`src/rtl/mips_ctrl_pkg.sv`:
```
// rtl/mips_ctrl_pkg.sv - opcodes, state encoding and select codes for the multi-cycle MIPS control FSM
package mips_ctrl_pkg;

  localparam logic [5:0] OP_R    = 6'b000000;
  localparam logic [5:0] OP_J    = 6'b000010;
  localparam logic [5:0] OP_BEQ  = 6'b000100;
  localparam logic [5:0] OP_BNE  = 6'b000101;
  localparam logic [5:0] OP_ADDI = 6'b001000;
  localparam logic [5:0] OP_SLTI = 6'b001010;
  localparam logic [5:0] OP_ORI  = 6'b001101;
  localparam logic [5:0] OP_LW   = 6'b100011;
  localparam logic [5:0] OP_SW   = 6'b101011;

  typedef enum logic [3:0] {
    ST_FETCH    = 4'd0,
    ST_DECODE   = 4'd1,
    ST_R_EXEC   = 4'd2,
    ST_R_WB     = 4'd3,
    ST_I_EXEC   = 4'd4,
    ST_I_WB     = 4'd5,
    ST_MEM_ADDR = 4'd6,
    ST_MEM_RD   = 4'd7,
    ST_MEM_WB   = 4'd8,
    ST_MEM_WR   = 4'd9,
    ST_BRANCH   = 4'd10,
    ST_JUMP     = 4'd11
  } state_t;

  localparam logic [2:0] ALU_ADD   = 3'b000;
  localparam logic [2:0] ALU_SUB   = 3'b001;
  localparam logic [2:0] ALU_FUNCT = 3'b010;
  localparam logic [2:0] ALU_SLT   = 3'b011;
  localparam logic [2:0] ALU_OR    = 3'b100;

  localparam logic [1:0] SRCB_RT     = 2'b00;
  localparam logic [1:0] SRCB_FOUR   = 2'b01;
  localparam logic [1:0] SRCB_IMM    = 2'b10;
  localparam logic [1:0] SRCB_IMM_SH = 2'b11;

  localparam logic [1:0] PCSRC_ALU    = 2'b00;
  localparam logic [1:0] PCSRC_ALUOUT = 2'b01;
  localparam logic [1:0] PCSRC_JUMP   = 2'b10;

endpackage

```
`src/rtl/multicycle_ctrl.sv`:
```
// rtl/multicycle_ctrl.sv - multi-cycle MIPS main control FSM with memory handshake timeout
module multicycle_ctrl
  import mips_ctrl_pkg::*;
#(
  parameter int MEM_TIMEOUT = 15,
  parameter int CNT_W       = 4
) (
  input  logic       clk_i,
  input  logic       rst_i,
  input  logic [5:0] opcode_i,
  input  logic       zero_i,
  input  logic       mem_ready_i,
  output logic       pc_write_o,
  output logic       pc_write_cond_o,
  output logic       branch_ne_o,
  output logic       iord_o,
  output logic       mem_read_o,
  output logic       mem_write_o,
  output logic       ir_write_o,
  output logic       reg_dst_o,
  output logic       mem_to_reg_o,
  output logic       reg_write_o,
  output logic       alu_src_a_o,
  output logic [1:0] alu_src_b_o,
  output logic [2:0] alu_op_o,
  output logic [1:0] pc_source_o,
  output logic       ext_op_o,
  output logic       illegal_o,
  output logic       mem_err_o
);

  state_t           state_q, state_d;
  logic [CNT_W-1:0] cnt_q, cnt_d;
  logic             mem_wait;
  logic             timed_out;
  logic             ir_write_dec;
  logic             pc_write_dec;

  // Branch resolution happens in the datapath via pc_write_cond_o; zero_i is not needed here.
  logic unused_zero;
  assign unused_zero = zero_i;

  assign timed_out = (cnt_q == CNT_W'(MEM_TIMEOUT));

  always_ff @(posedge clk_i or negedge rst_i) begin
    if (!rst_i) begin
      state_q <= ST_FETCH;
      cnt_q   <= '0;
    end else begin
      state_q <= state_d;
      cnt_q   <= cnt_d;
    end
  end

  always_comb begin
    state_d         = state_q;
    mem_wait        = 1'b0;
    pc_write_dec    = 1'b0;
    pc_write_cond_o = 1'b0;
    branch_ne_o     = 1'b0;
    iord_o          = 1'b0;
    mem_read_o      = 1'b0;
    mem_write_o     = 1'b0;
    ir_write_dec    = 1'b0;
    reg_dst_o       = 1'b0;
    mem_to_reg_o    = 1'b0;
    reg_write_o     = 1'b0;
    alu_src_a_o     = 1'b0;
    alu_src_b_o     = SRCB_RT;
    alu_op_o        = ALU_ADD;
    pc_source_o     = PCSRC_ALU;
    ext_op_o        = 1'b1;
    illegal_o       = 1'b0;
    mem_err_o       = 1'b0;

    case (state_q)
      ST_FETCH: begin
        mem_read_o  = 1'b1;
        alu_src_b_o = SRCB_FOUR;
        mem_wait    = 1'b1;
        if (mem_ready_i) begin
          ir_write_dec = 1'b1;
          pc_write_dec = 1'b1;
          state_d      = ST_DECODE;
        end else if (timed_out) begin
          mem_err_o = 1'b1;
        end
      end
      ST_DECODE: begin
        alu_src_b_o = SRCB_IMM_SH;
        case (opcode_i)
          OP_R:                    state_d = ST_R_EXEC;
          OP_LW, OP_SW:            state_d = ST_MEM_ADDR;
          OP_BEQ, OP_BNE:          state_d = ST_BRANCH;
          OP_J:                    state_d = ST_JUMP;
          OP_ADDI, OP_SLTI, OP_ORI: state_d = ST_I_EXEC;
          default: begin
            illegal_o = 1'b1;
            state_d   = ST_FETCH;
          end
        endcase
      end
      ST_R_EXEC: begin
        alu_src_a_o = 1'b1;
        alu_op_o    = ALU_FUNCT;
        state_d     = ST_R_WB;
      end
      ST_R_WB: begin
        reg_write_o = 1'b1;
        reg_dst_o   = 1'b1;
        state_d     = ST_FETCH;
      end
      ST_I_EXEC: begin
        alu_src_a_o = 1'b1;
        alu_src_b_o = SRCB_IMM;
        ext_op_o    = (opcode_i != OP_ORI);
        if (opcode_i == OP_SLTI)     alu_op_o = ALU_SLT;
        else if (opcode_i == OP_ORI) alu_op_o = ALU_OR;
        state_d = ST_I_WB;
      end
      ST_I_WB: begin
        // Keep the extender mode stable while the result is written back.
        reg_write_o = 1'b1;
        ext_op_o    = (opcode_i != OP_ORI);
        state_d     = ST_FETCH;
      end
      ST_MEM_ADDR: begin
        alu_src_a_o = 1'b1;
        alu_src_b_o = SRCB_IMM;
        state_d     = (opcode_i == OP_LW) ? ST_MEM_RD : ST_MEM_WR;
      end
      ST_MEM_RD: begin
        mem_read_o = 1'b1;
        iord_o     = 1'b1;
        mem_wait   = 1'b1;
        if (mem_ready_i) begin
          state_d = ST_MEM_WB;
        end else if (timed_out) begin
          mem_err_o = 1'b1;
          state_d   = ST_FETCH;
        end
      end
      ST_MEM_WB: begin
        reg_write_o  = 1'b1;
        mem_to_reg_o = 1'b1;
        state_d      = ST_FETCH;
      end
      ST_MEM_WR: begin
        mem_write_o = 1'b1;
        iord_o      = 1'b1;
        mem_wait    = 1'b1;
        if (mem_ready_i) begin
          state_d = ST_FETCH;
        end else if (timed_out) begin
          mem_err_o = 1'b1;
          state_d   = ST_FETCH;
        end
      end
      ST_BRANCH: begin
        alu_src_a_o     = 1'b1;
        alu_op_o        = ALU_SUB;
        pc_source_o     = PCSRC_ALUOUT;
        pc_write_cond_o = 1'b1;
        branch_ne_o     = (opcode_i == OP_BNE);
        state_d         = ST_FETCH;
      end
      ST_JUMP: begin
        pc_write_dec = 1'b1;
        pc_source_o  = PCSRC_JUMP;
        state_d      = ST_FETCH;
      end
      default: state_d = ST_FETCH;
    endcase

    // Counter restarts on every state entry, including a FETCH that re-enters itself on abort.
    if (!mem_wait || state_d != state_q || mem_err_o) cnt_d = '0;
    else                                               cnt_d = cnt_q + 1'b1;
  end

  // Reset masks the handshake-driven writes so nothing lands while rst_i is low.
  assign ir_write_o = ir_write_dec & rst_i;
  assign pc_write_o = pc_write_dec & rst_i;

endmodule

```
`config.mk`:
```
export PLATFORM = sky130hd
export DESIGN_NAME = multicycle_ctrl
export DESIGN_NICKNAME = d
export VERILOG_FILES = /design/src/rtl/mips_ctrl_pkg.sv /design/src/rtl/multicycle_ctrl.sv
export SDC_FILE = /design/constraint.sdc
export NUM_CORES = 1
export LEC_CHECK = 0
export ABC_AREA = 0
export BUFFER_PORTS_ARGS = -buffer_cell sky130_fd_sc_hd__buf_2
export CELL_PAD_IN_SITES_DETAIL_PLACEMENT = 1
export CELL_PAD_IN_SITES_GLOBAL_PLACEMENT = 1
export CORE_MARGIN = 8
export CORE_UTILIZATION = 30
export CTS_BUF_LIST = sky130_fd_sc_hd__clkbuf_16
export DETAILED_ROUTE_END_ITERATION = 12
export PLACE_DENSITY = 0.8
export SLEW_MARGIN = 15
export SYNTH_ARGS = -nofsm -noshare
export SYNTH_HDL_FRONTEND = slang
export SYNTH_SLANG_ARGS = --single-unit
```
`constraint.sdc`:
```
create_clock -name clk_i -period 1.8 [get_ports clk_i]
set_clock_uncertainty 0.2 [all_clocks]
set_input_delay 0.36 -clock clk_i [delete_from_list [all_inputs] [get_ports clk_i]]
set_output_delay 0.36 -clock clk_i [all_outputs]
set_load 0.005 [all_outputs]
```
## Word-level counts from Yosys, hierarchy flattened

Index checks and enable logic that the tools add are counted.

- Bits in read-only memories: 0
- RAM bits: 0
- Output and inout bits: 21
- Memories kept: 0
- Register bits: 8
- Input bits: 10
- Bits in latches: 0

- Multipliers: 0
- Bitwise operators: 2
- Shifts and indexed selects: 0
- Divide/modulo/power cells: 0
- $lt $le $gt $ge: 0
- Mux-type cells: 32
- Equality and inequality tests: 22
- Reductions and logical operators: 16
- Add/subtract/negate cells: 1

Operators with widths:

| operator | number |
|---|---|
| case mux 4 bit (7 select lines) | 1 |
| 2-to-1 mux 4 bit | 6 |
| equality test 4 bit, second input constant | 5 |
| case mux 4 bit (5 select lines) | 1 |
| equality test 6 x 4 -> 1 bit, second input constant | 3 |
| 2-to-1 mux 1 bit | 18 |
| equality test 4 x 3 -> 1 bit, second input constant | 4 |
| equality test 6 x 3 -> 1 bit, second input constant | 2 |
| equality test 6 bit, second input constant | 2 |
| OR reduction 2 bit | 6 |
| case mux 3 bit (3 select lines) | 1 |
| OR reduction 3 bit | 3 |
| OR reduction 9 bit | 1 |
| equality test 4 x 2 -> 1 bit, second input constant | 2 |
| equality test 6 x 2 -> 1 bit, second input constant | 1 |
| zero test 6 bit | 1 |
| 2-to-1 mux 3 bit | 2 |
| inequality test 6 x 4 -> 1 bit, second input constant | 1 |
| case mux 2 bit (3 select lines) | 1 |
| adder 4 x 1 -> 4 bit, second input constant | 1 |
| equality test 4 x 1 -> 1 bit, second input constant | 1 |
| zero test 4 bit | 1 |
| inequality test 4 bit | 1 |
| case mux 2 bit (2 select lines) | 1 |
| 5 further kinds | 7 |

## Longest topological paths before layout

Gate-level depths: netlist of the first run.

- Depth after elaboration: 8
- Gate-level depth with buffers: 6
- Depth with buffers taken out: 5

## Worst setup path after synthesis of the first run

Ideal clock, no wire load.

- Kind: input to output
- From: input port opcode_i[2]
- To: output port alu_op_o[0]
- Setup slack: -0.191 ns
- Stages: 4
- Data arrival time: 1.431 ns
- Cells stage by stage: or3b_2 -> and4bb_2 -> nand3_1 -> a21oi_1

- Word-level cells in the longest chain between the ends: 3

Ends and longest elaborated chain:

| what | line | source |
|---|---|---|
| start, declared | multicycle_ctrl.sv:10 | `input logic [5:0] opcode_i,` |
| equality test 6 x 4 -> 1 bit | multicycle_ctrl.sv:117 | `if (opcode_i == OP_SLTI) alu_op_o = ALU_SLT;` |
| 2-to-1 mux 3 bit | multicycle_ctrl.sv:117 |  |
| case mux 3 bit (3 select lines) | multicycle_ctrl.sv:76 | `case (state_q)` |
| end, declared | multicycle_ctrl.sv:25 | `output logic [2:0] alu_op_o,` |

Every way passes these cells.

## Final worst setup path of the first run

- From: register state_q[2]
- To: output port iord_o

- Word-level cells in the longest chain between the ends: 3
- Elaborated cells between the ends (all ways): 4
- Those cells by class: eq/ne (2); mux (1); reduce/logical (1)

Ends and longest elaborated chain:

| what | line | source |
|---|---|---|
| start, declared | multicycle_ctrl.sv:32 | `state_t state_q, state_d;` |
| start signal, assigned | multicycle_ctrl.sv:50 | `state_q <= state_d;` |
| equality test 4 bit / equality test 4 x 3 -> 1 bit (equally long branches) | multicycle_ctrl.sv:76 |  |
| OR reduction 2 bit (no source line) (*) | -- |  |
| 2-to-1 mux 1 bit (*) | multicycle_ctrl.sv:76 |  |
| end, declared | multicycle_ctrl.sv:16 | `output logic iord_o,` |

Every way passes the cells marked *; elsewhere a longest branch is shown, timed or not.

==> results of run 1 <==
cell families (layout without fill, tap and decap cells):
logic type | after synthesis | in the layout | share of synthesized area [%]
buffers and inverters | 11 | 80 | 6.83
AND/OR/NAND/NOR | 51 | 51 | 38.8
flip-flops | 8 | 8 | 24.8
adder cells (fa/ha/maj) | 1 | 1 | 1.55
multiplexers | 3 | 3 | 3.88
AO/OA/AOI/OAI | 22 | 22 | 20.8
XOR/XNOR | 3 | 3 | 3.26
metrics by stage:
stage / power [mW] / cells
4_1_cts: 1.40 / 191
6_report: 1.58 / 198
5_1_grt: 1.65 / 198
3_3_place_gp: 0.859 / 179
3_5_place_dp: 0.903 / 179
2_1_floorplan: 0.615 / 99
state kept, by name, summed over array words and instances (netlist names):
signal   count
state_q      4
cnt_q        4
power by group through the flow:
stage	logic (mW)	clock network (mW)	registers [mW]
2_1_floorplan	0.382	0	0.233
3_3_place_gp	0.615	0	0.243
3_5_place_dp	0.655	0	0.248
4_1_cts	0.765	0.383	0.254
5_1_grt	0.997	0.390	0.259
6_report	0.938	0.381	0.256
area by class of cell:
class / instances / area [um^2]
clock buffer: 3 / 75.1
fill: 291 / 910
inverter: 3 / 16.3
multi-input combinational: 80 / 699
sequential: 8 / 204
tap: 30 / 37.5
timing repair buffer: 74 / 581
layer usage:
layer  global-route usage, %  up-vias  share of wire [%]
met1                    16.5      544                 35
li1                        -      514                  -
met4                    9.21        0                4.0
met5                       0        -                  0
met3                    4.41       16                5.6
met2                    32.4       37                 56
synth_stat cells (all sizes together):
| cell | count | share of area [%] |
|---|---|---|
| inv | 3 | 1.4 |
| nor4 | 1 | 0.78 |
| or4b | 1 | 1.7 |
| nor2 | 12 | 5.6 |
| o221ai | 1 | 1.9 |
| nand2b | 2 | 1.6 |
| o31ai | 3 | 2.8 |
| nand4b | 3 | 3.3 |
| a31oi | 1 | 0.78 |
| ha | 1 | 1.6 |
| xnor2 | 1 | 1.1 |
| nand2 | 8 | 3.7 |
| nor2b | 1 | 0.78 |
| o21ai | 2 | 1.2 |
| buf | 5 | 4.0 |
| o311ai | 2 | 2.2 |
| or4bb | 1 | 1.4 |
| a211oi | 1 | 0.93 |
| a21o | 1 | 0.93 |
| a211o | 1 | 1.1 |
| clkbuf | 3 | 1.4 |
| mux2i | 2 | 2.5 |
| and3 | 1 | 0.78 |
| a311oi | 2 | 2.2 |
| a21boi | 1 | 0.93 |
| nand3b | 1 | 0.93 |
| or3b | 2 | 2.2 |
| or3 | 1 | 0.78 |
| o22ai | 1 | 0.78 |
| a31o | 2 | 2.2 |
| nor3b | 2 | 3.1 |
| nor3 | 7 | 5.7 |
| and4bb | 1 | 1.6 |
| a21oi | 4 | 2.9 |
| mux2 | 1 | 1.4 |
| nand3 | 5 | 3.1 |
| or4 | 2 | 1.9 |
| dfrtp | 8 | 25 |
| xor2 | 2 | 2.2 |
worst max-delay path, stage by stage, from the launching register on:
cell and delay (ns):
dfrtp_2 0.44, or4bb_4 0.58, buf_4 0.16, buf_6 0.12
nand2_1 0.05, buf_2 0.11
repair_timing:
item / 4_1_cts / 5_1_grt
resized for setup: 32 / 28
endpoints found under the setup margin: 26 / 28
gates cloned: 0 / 0
hold endpoints to repair: 8 / 0
pin swaps: 17 / 10
hold buffers: 1 / 0
buffers inserted: 8 / 8
how the worst max path moves through the flow:
stage / start / endpoint / slack, ns / cells past startpoint
final: state_q[2] / iord_o / -0.46 / 5
after global routing: state_q[2] / iord_o / -0.47 / 5
after CTS: state_q[2] / mem_err_o / -0.42 / 3
after detailed placement: opcode_i[2] / alu_op_o[1] / -0.33 / 6
after global placement: opcode_i[2] / alu_op_o[1] / -0.30 / 6
after floorplan: opcode_i[2] / alu_op_o[1] / -0.10 / 4
==> key figures, run 1 <==
Status
  – Status: finished, violations left
  – Failing checks: setup timing

Run
  – Max-cap violations: 0

Yosys
  – Yosys warns: 0
  – Post-synth cell types: 44
  – Syn Nets: between 100 and 150
  – Post-synthesis sequential area ratio: 24.8%
  – Synth Area per Inst: 8.14 um^2
  – Cell area after synthesis: roughly 810 um^2
  – Synth Instances: 99
  – FF+latch count, synth: 8

Cells and area
  – Commonest cells after routing, fill and taps aside: buf_4 (30), buf_2 (25), buf_6 (16), nand2_1 (7), nor2_4 (6)
  – Most common cell after layout, fill and taps aside: buf_4
  – Layout cells sized above 1: around 70%
  – Final Core Density: a little under two thirds
  – Ant diodes: 0
  – Design Area, Final: between 1500 and 2000 um^2
  – Nets: between 150 and 200
  – Area growth from synthesis to layout: 100%

Critical path
  – Type of element launching the critical path: register
  – Crit-path max FO: 5
  – Critical Path Sink Type: primary output
  – RR Endpoint: cnt_q[2]
  – Worst r2r src: state_q[2]
  – CP arrival: ~1.7 ns
  – Worst r2r path cells: 7
  – Setup slack, reg-to-reg: -0.37 ns
  – WP data required: between 1 and 1.5 ns
  – Kind of critical path: reg -> out

Timing
  – Final period util: 125%
  – Rel. slew slack: 72.1%
  – Min Clock Period, post-route: 2.26 ns
  – Slew Viols, Final: 0
  – Hold slack: about 0.28 ns
  – Final Hold Viols: 0
  – Setup TNS: -7.69 ns
  – Worst slew pin tran: roughly 0.41 ns
  – Fmax: 443 MHz
  – Fin worst setup slack: -0.457 ns
  – RSZ-0062 raised after global routing: yes
  – Final setup viols: 27

Routing
  – Via count: 1,111
  – DRC: 0
  – WL per Instance: roughly 22 um
  – DR vias/cell: about 5.6
  – Final ANT Viol Nets: 0
  – Number of DRC markers in iteration 0: 31
  – Drt total wl: 4280 um
  – TritonRoute pass-1 iters: 4

Power and ir drop
  – Peak supply drop: 0.686 mV
  – P_sw: 0.610 mW
  – Leakage: about 0.74 nW
  – P per Cell Area: between 900 and 1000 nW/um^2
  – Clk network pwr share: around 24%
  – Combinational power share: between 50% and 60%
  – Pint: between 0.9 and 1 mW
  – Sw frac: 38.8%
  – Sequential Power Share: ~16%

GRT
  – Pin count of the biggest net entering global routing: 19
  – Antenna violations before repair: 0
  – Total grt overflow: 0
  – Vias in the first global route: between 1,000 and 1,500
  – Total GRT Usage: ~17%
  – First-pass GRT wire length: ~5900 um

Clock network
  – H-tree depth: 1
  – Clk sinks: 8
  – Root Driver: clkbuf_16
  – Max Buffers Root-to-Sink: 2
  – Worst-path clk slew: 0.04 ns
  – TritonCTS clock tree: done
  – Num CTS Buffers: 3
  – Clock Latency Late Sink: between 0.2 and 0.25 ns

Placed design
  – Dpl cell area: between 1000 and 1500 um^2
  – PortBufs: 29
  – Detailed Place HPWL: roughly 2600 um
  – GP Congestion: between 0.7 and 0.8
  – Dpl ws: -0.326 ns

Worst hold path
  – Hold path cells: 3
  – Hold EP: state_q[2]
  – Hold Path Class: in -> reg
  – Critical hold path startpoint: opcode_i[4]

Floorplan
  – Initial Util: 31.9%
  – IO Count: 31
  – Die Wd: 67.8 um
  – Die Y-Extent: just under 70 um
  – Die area: about 4600 um^2
  – Core footprint: 2520 um^2
  – Cell Rows: 18
(Power assumes the default switching activity.)
==> run 2: changes to the inputs <==
==> constraint.sdc (replaced) <==
create_clock -name clk_i -period 1.8 [get_ports clk_i]
set_clock_uncertainty 0.2 [all_clocks]
set_input_delay 0.27 -clock clk_i [delete_from_list [all_inputs] [get_ports clk_i]]
set_output_delay 0.27 -clock clk_i [all_outputs]
set_load 0.005 [all_outputs]
==> run 2 against run 1 <==
Net effect: the flow still finishes with violations (setup timing); sequential share of layout area rose by 0.26 points; final cell count fell by 2.5%; count of clock-buffer cells in the layout did not move; combinational power rose by 4.4%; critical path type unchanged; largest power group unchanged; highest routed layer unchanged.
==> key figures, run 2 (same netlist as run 1, synthesis figures left out) <==
Clock network
  – Num CTS Buffers: 3 (unchanged)
  – Clock Latency Late Sink: 0.23 ns (was 0.24 ns)
  – Clk sinks: 8 (unchanged)
  – Root Driver: clkbuf_16 (unchanged)
  – Worst-path clk slew: 0.04 ns (about the same)
  – H-tree depth: 1 (unchanged)
  – TritonCTS clock tree: done (unchanged)
  – Max Buffers Root-to-Sink: 2 (unchanged)

Power and ir drop
  – Power after layout: 1.61 mW (was 1.58 mW)
  – Peak supply drop: 0.635 mV (was 0.686 mV)
  – Leakage: 0.731 nW (was 0.741 nW)
  – P per Cell Area: 1020 nW/um^2 (was 977 nW/um^2)

Worst hold path
  – Critical hold path startpoint: opcode_i[4] (unchanged)
  – Hold Path Class: in -> reg (unchanged)

Timing
  – Worst slew pin tran: 0.402 ns (was 0.415 ns)
  – RSZ-0062 raised after global routing: yes (unchanged)
  – Rel. slew slack: 73.2% (was 72.1%)
  – Final period util: 116% (was 125%)
  – Final setup viols: 27 (unchanged)
  – Setup TNS: -4.42 ns (was -7.69 ns)
  – Fmax: 480 MHz (was 443 MHz)
  – Fin worst setup slack: -0.282 ns (was -0.457 ns)
  – Slew Viols, Final: 0 (unchanged)
  – Final Hold Viols: 0 (unchanged)
  – Min Clock Period, post-route: 2.08 ns (was 2.26 ns)

Routing
  – DRC: 0 (unchanged)
  – DR vias/cell: 5.83 (was 5.61)
  – TritonRoute pass-1 iters: 4 (unchanged)
  – Final ANT Viol Nets: 0 (unchanged)
  – Drt total wl: 4210 um (was 4280 um)
  – Via count: 1,125 (was 1,111)
  – Number of DRC markers in iteration 0: 31 (unchanged)
  – WL per Instance: 21.8 um (was 21.6 um)

Floorplan
  – IO Count: 31 (unchanged)
  – Initial Util: 31.9% (unchanged)
  – Die Wd: 67.8 um (unchanged)
  – Die Y-Extent: 67.8 um (unchanged)
  – Core footprint: 2520 um^2 (unchanged)
  – Cell Rows: 18 (unchanged)
  – Die area: 4600 um^2 (unchanged)

Critical path
  – Worst setup path startpoint: state_q[1] (was state_q[2])
  – Crit-path max FO: 5 (unchanged)
  – WP data required: 1.33 ns (was 1.24 ns)
  – Type of element launching the critical path: register (unchanged)
  – Critical Path Sink Type: primary output (unchanged)
  – Worst r2r src: state_q[2] (unchanged)
  – Kind of critical path: reg -> out (unchanged)
  – CP arrival: 1.61 ns (was 1.70 ns)

Status
  – Failing checks: setup timing (unchanged)
  – Status: finished, violations left (unchanged)

Cells and area
  – Most common cell after layout, fill and taps aside: buf_4 (unchanged)
  – Area growth from synthesis to layout: 96.1% (was 100%)
  – Post-Layout Cell Count: 193 (was 198)
  – Ant diodes: 0 (unchanged)
  – Largest registers: cnt_q (4), state_q (4) (unchanged)
  – Layout cells sized above 1: 68.7% (was 69.6%)
  – Commonest cells after routing, fill and taps aside: buf_4 (27), buf_2 (23), buf_6 (16), nor2_1 (6) (was buf_4 (30), buf_2 (25), buf_6 (16), nand2_1 (7), nor2_4 (6))
  – Nets: 176 (was 181)

Placed design
  – GP Congestion: 0.797 (was 0.790)
  – # placed instances: 177 (was 179)
  – Detailed Place HPWL: 2420 um (was 2560 um)
  – PortBufs: 29 (unchanged)
  – Dpl ws: -0.202 ns (was -0.326 ns)

Run
  – Max-cap violations: 0 (unchanged)

GRT
  – Vias in the first global route: 1,198 (was 1,192)
  – Antenna violations before repair: 0 (unchanged)
  – Total GRT Usage: 17.5% (was 17.1%)
  – Pin count of the biggest net entering global routing: 19 (unchanged)
  – First-pass GRT wire length: 6140 um (was 5920 um)
  – Total grt overflow: 0 (unchanged)
==> run 2: path summary, 6_finish.rpt <==
kind,to,slack [ns],cells after the start
min in group asynchronous,cnt_q[3],0.33,2
worst max-delay path,mem_err_o,-0.28,3
worst max register to register,cnt_q[1],-0.17,5
max in group asynchronous,state_q[1],0.77,2
worst min register to register,cnt_q[0],0.30,1
worst min-delay path,state_q[2],0.29,4
==> run 2: through the flow <==
stage / utilization [%] / hold WS [ns] / area (um^2)
2_1_floorplan: - / -0.226 / 810
3_3_place_gp: 45.6 / -0.0669 / 1150
3_5_place_dp: 45.6 / -0.0571 / 1150
4_1_cts: 55.3 / 0.262 / 1400
5_1_grt: 62.6 / 0.292 / 1580
6_report: 62.6 / 0.286 / 1580
==> run 2: repair_timing <==
| action | CTS | global route |
|---|---|---|
| setup endpoints to repair | 23 | 28 |
| endpoints found under the hold margin | 8 | 0 |
| hold buffers | 1 | 0 |
| resized for setup | 28 | 34 |
| buffers inserted | 7 | 5 |
| pin swaps | 10 | 7 |
==> run 2: final cells by class <==
cell class,instances,area [um^2]
timing repair buffer,69,543
sequential,8,204
clock buffer,3,75.1
multi-input combinational,80,704
tap,30,37.5
fill,288,942
inverter,3,16.3
==> run 2: power breakdown <==
part	leakage, nW	total [mW]	switching, mW	internal, mW
registers	0.104	0.257	0.0396	0.217
clock network	0.0370	0.372	0.0858	0.286
logic	0.590	0.979	0.492	0.486
total	0.731	1.61	0.618	0.990
==> run 2: metal layers <==
layer / vias up / part of all wire, % / track usage [%]
met5: - / 0 / 0
met4: 0 / 2.4 / 6.14
met3: 10 / 6.1 / 3.27
met2: 42 / 53 / 32.1
met1: 564 / 38 / 19.7
li1: 509 / - / -
==> run 2: worst max-delay path, stage by stage, from the launching register on <==
cell	delay, ns
dfrtp_2	0.43
or4_4	0.53
a311oi_2	0.27
buf_2	0.15
==> run 3: changes to the inputs <==
BUFFER_PORTS_ARGS = -buffer_cell sky130_fd_sc_hd__clkbuf_2   (was -buffer_cell sky130_fd_sc_hd__buf_2)
GPL_TIMING_DRIVEN = 0   (was default)
==> run 3 against run 2 <==
Net effect: register-to-register slack worse by 0.13 ns; global-route usage decreased by 0.60 points; via count fell by 1.9%; utilization grew 2.3 points; highest routed layer unchanged; combinational power rose by 12%; power increased by 7.7%; largest cell class unchanged; the run still ends with setup timing left; cell area is 3.7% higher; critical path type unchanged; sequential share of layout area decreased by 0.69 points; sequential power shrank 3%; maximum frequency is 6.2% lower.
==> key figures, run 3 (same netlist as run 1, synthesis figures left out) <==
Critical path
  – WP data required: 1.33 ns (about the same)
  – Type of element launching the critical path: register (unchanged)
  – Kind of critical path: reg -> out (unchanged)
  – Worst r2r path cells: 6 (was 5)
  – CP arrival: 1.75 ns (was 1.61 ns)
  – Crit-path max FO: 4 (was 5)
  – Critical Path Sink Type: primary output (unchanged)

Placed design
  – Detailed Place HPWL: 2100 um (was 2420 um)
  – PortBufs: 29 (unchanged)
  – GP Congestion: 0.875 (was 0.797)

Timing
  – RSZ-0062 raised after global routing: yes (unchanged)
  – Rel. slew slack: 55.8% (was 73.2%)
  – Fmax: 451 MHz (was 480 MHz)
  – Setup TNS: -6.91 ns (was -4.42 ns)
  – Hold slack: 0.139 ns (was 0.286 ns)
  – Min Clock Period, post-route: 2.22 ns (was 2.08 ns)
  – Final setup viols: 27 (unchanged)
  – Slew Viols, Final: 0 (unchanged)
  – Fin worst setup slack: -0.419 ns (was -0.282 ns)
  – Worst slew pin tran: 0.653 ns (was 0.402 ns)
  – Final Hold Viols: 0 (unchanged)
  – Final period util: 123% (was 116%)

Routing
  – Drt total wl: 4600 um (was 4210 um)
  – Number of DRC markers in iteration 0: 91 (was 31)
  – DRC: 0 (unchanged)
  – Final ANT Viol Nets: 0 (unchanged)
  – DR vias/cell: 5.78 (was 5.83)
  – TritonRoute pass-1 iters: 4 (unchanged)
  – WL per Instance: 24.1 um (was 21.8 um)
  – Via count: 1,104 (was 1,125)

Floorplan
  – Initial Util: 31.9% (unchanged)
  – Core footprint: 2520 um^2 (unchanged)
  – Die area: 4600 um^2 (unchanged)
  – Cell Rows: 18 (unchanged)
  – Die Wd: 67.8 um (unchanged)
  – IO Count: 31 (unchanged)
  – Die Y-Extent: 67.8 um (unchanged)

Cells and area
  – Ant diodes: 0 (unchanged)
  – Fillcell total: 284 (was 288)
  – Most common cell after layout, fill and taps aside: buf_4 (unchanged)
  – Final Core Density: 65.0% (was 62.6%)
  – Commonest cells after routing, fill and taps aside: buf_4 (19), buf_6 (18), clkbuf_2 (12), buf_2 (12), dfrtp_1 (8) (was buf_4 (27), buf_2 (23), buf_6 (16), nor2_1 (6))
  – Layout cells sized above 1: 69.6% (was 68.7%)
  – Largest registers: cnt_q (4), state_q (4) (unchanged)
  – Area growth from synthesis to layout: 103% (was 96.1%)
  – Area of the multi-input gates: 742 um^2 (was 704 um^2)
  – Nets: 174 (was 176)
  – Register area: 200 um^2 (was 204 um^2)

GRT
  – Vias in the first global route: 1,138 (was 1,198)
  – Total grt overflow: 0 (unchanged)
  – Antenna violations before repair: 0 (unchanged)
  – Pin count of the biggest net entering global routing: 11 (was 19)
  – Total GRT Usage: 16.9% (was 17.5%)
  – First-pass GRT wire length: 5890 um (was 6140 um)

Power and ir drop
  – P per Cell Area: 1060 nW/um^2 (was 1020 nW/um^2)
  – Leakage: 0.732 nW (was 0.731 nW)
  – Power after layout: 1.73 mW (was 1.61 mW)
  – Peak supply drop: 1.33 mV (was 0.635 mV)

Clock network
  – Max Buffers Root-to-Sink: 2 (unchanged)
  – H-tree depth: 1 (unchanged)
  – Clk sinks: 8 (unchanged)
  – Worst-path clk slew: 0.04 ns (about the same)
  – Root Driver: clkbuf_16 (unchanged)
  – Clock Latency Late Sink: 0.23 ns (about the same)
  – TritonCTS clock tree: done (unchanged)
  – Num CTS Buffers: 3 (unchanged)

Status
  – Status: finished, violations left (unchanged)
  – Failing checks: setup timing (unchanged)

Run
  – Max-cap violations: 0 (unchanged)

Worst hold path
  – Hold path cells: 2 (was 4)
  – Hold Path Class: in -> reg (unchanged)
==> run 3: changes by cell type in the layout (fill, tap and decap cells not counted), moves of 2 or more <==
cell	delta
buf_2	-11
buf_4	-8
buf_6	+2
clkbuf_2	+12
clkbuf_8	+2
dfrtp_1	+3
dfrtp_2	-3
nand2_2	+3
nand2_4	-2
==> run 3: final cells by class <==
class	instances	area share (%)
inverters	3	1.30
well taps	30	2.29
flip-flops and latches	8	12.2
clock buffers	3	4.58
repair buffers	59	27.4
multi-input cells	80	45.3
plain buffers	8	6.95
==> run 3: through the flow <==
| stage | setup slack (ns) | cell area (um^2) | std cells |
|---|---|---|---|
| 2_1_floorplan | 0.00123 | 810 | 99 |
| 3_3_place_gp | -0.268 | 992 | 158 |
| 3_5_place_dp | -0.294 | 992 | 158 |
| 4_1_cts | -0.372 | 1370 | 177 |
| 5_1_grt | -0.464 | 1640 | 191 |
| 6_report | -0.419 | 1640 | 191 |
==> run 3: metal layers <==
layer / wire length (um) / vias up / global-route usage (%)
li1: - / 503 / -
met1: 1900 / 537 / 19.8
met2: 2300 / 52 / 30.4
met3: 259 / 12 / 2.45
met4: 138 / 0 / 6.14
met5: 0 / - / 0
==> run 3: worst paths after layout <==
path | start | endpoint | slack (ns)
hold reg to reg | cnt_q[0] | cnt_q[0] | 0.30
hold / removal | opcode_i[4] | state_q[2] | 0.14
min in group asynchronous | rst_i | cnt_q[2] | 0.36
max in group asynchronous | rst_i | cnt_q[1] | 0.74
setup / recovery | state_q[3] | illegal_o | -0.42
setup reg to reg | state_q[3] | cnt_q[1] | -0.30
==> run 3: repair_timing <==
| item | in CTS | in global routing |
|---|---|---|
| resized for setup | 48 | 49 |
| hold endpoints to repair | 8 | 0 |
| endpoints found under the setup margin | 26 | 28 |
| cloned | 0 | 0 |
| pin swaps | 9 | 19 |
| setup buffers | 15 | 14 |
| hold buffers | 1 | 0 |
==> run 3: critical path: stages (launching register included) <==
cell	delay [ns]
dfrtp_1	0.44
buf_6	0.15
or4b_4	0.55
a311oi_2	0.22
buf_2	0.16
==> run 3: power breakdown <==
group | internal (mW) | total, mW | switching, mW
Clock | 0.287 | 0.383 | 0.0953
Sequential | 0.215 | 0.250 | 0.0347
Combinational | 0.545 | 1.10 | 0.553
Total | 1.05 | 1.73 | 0.683
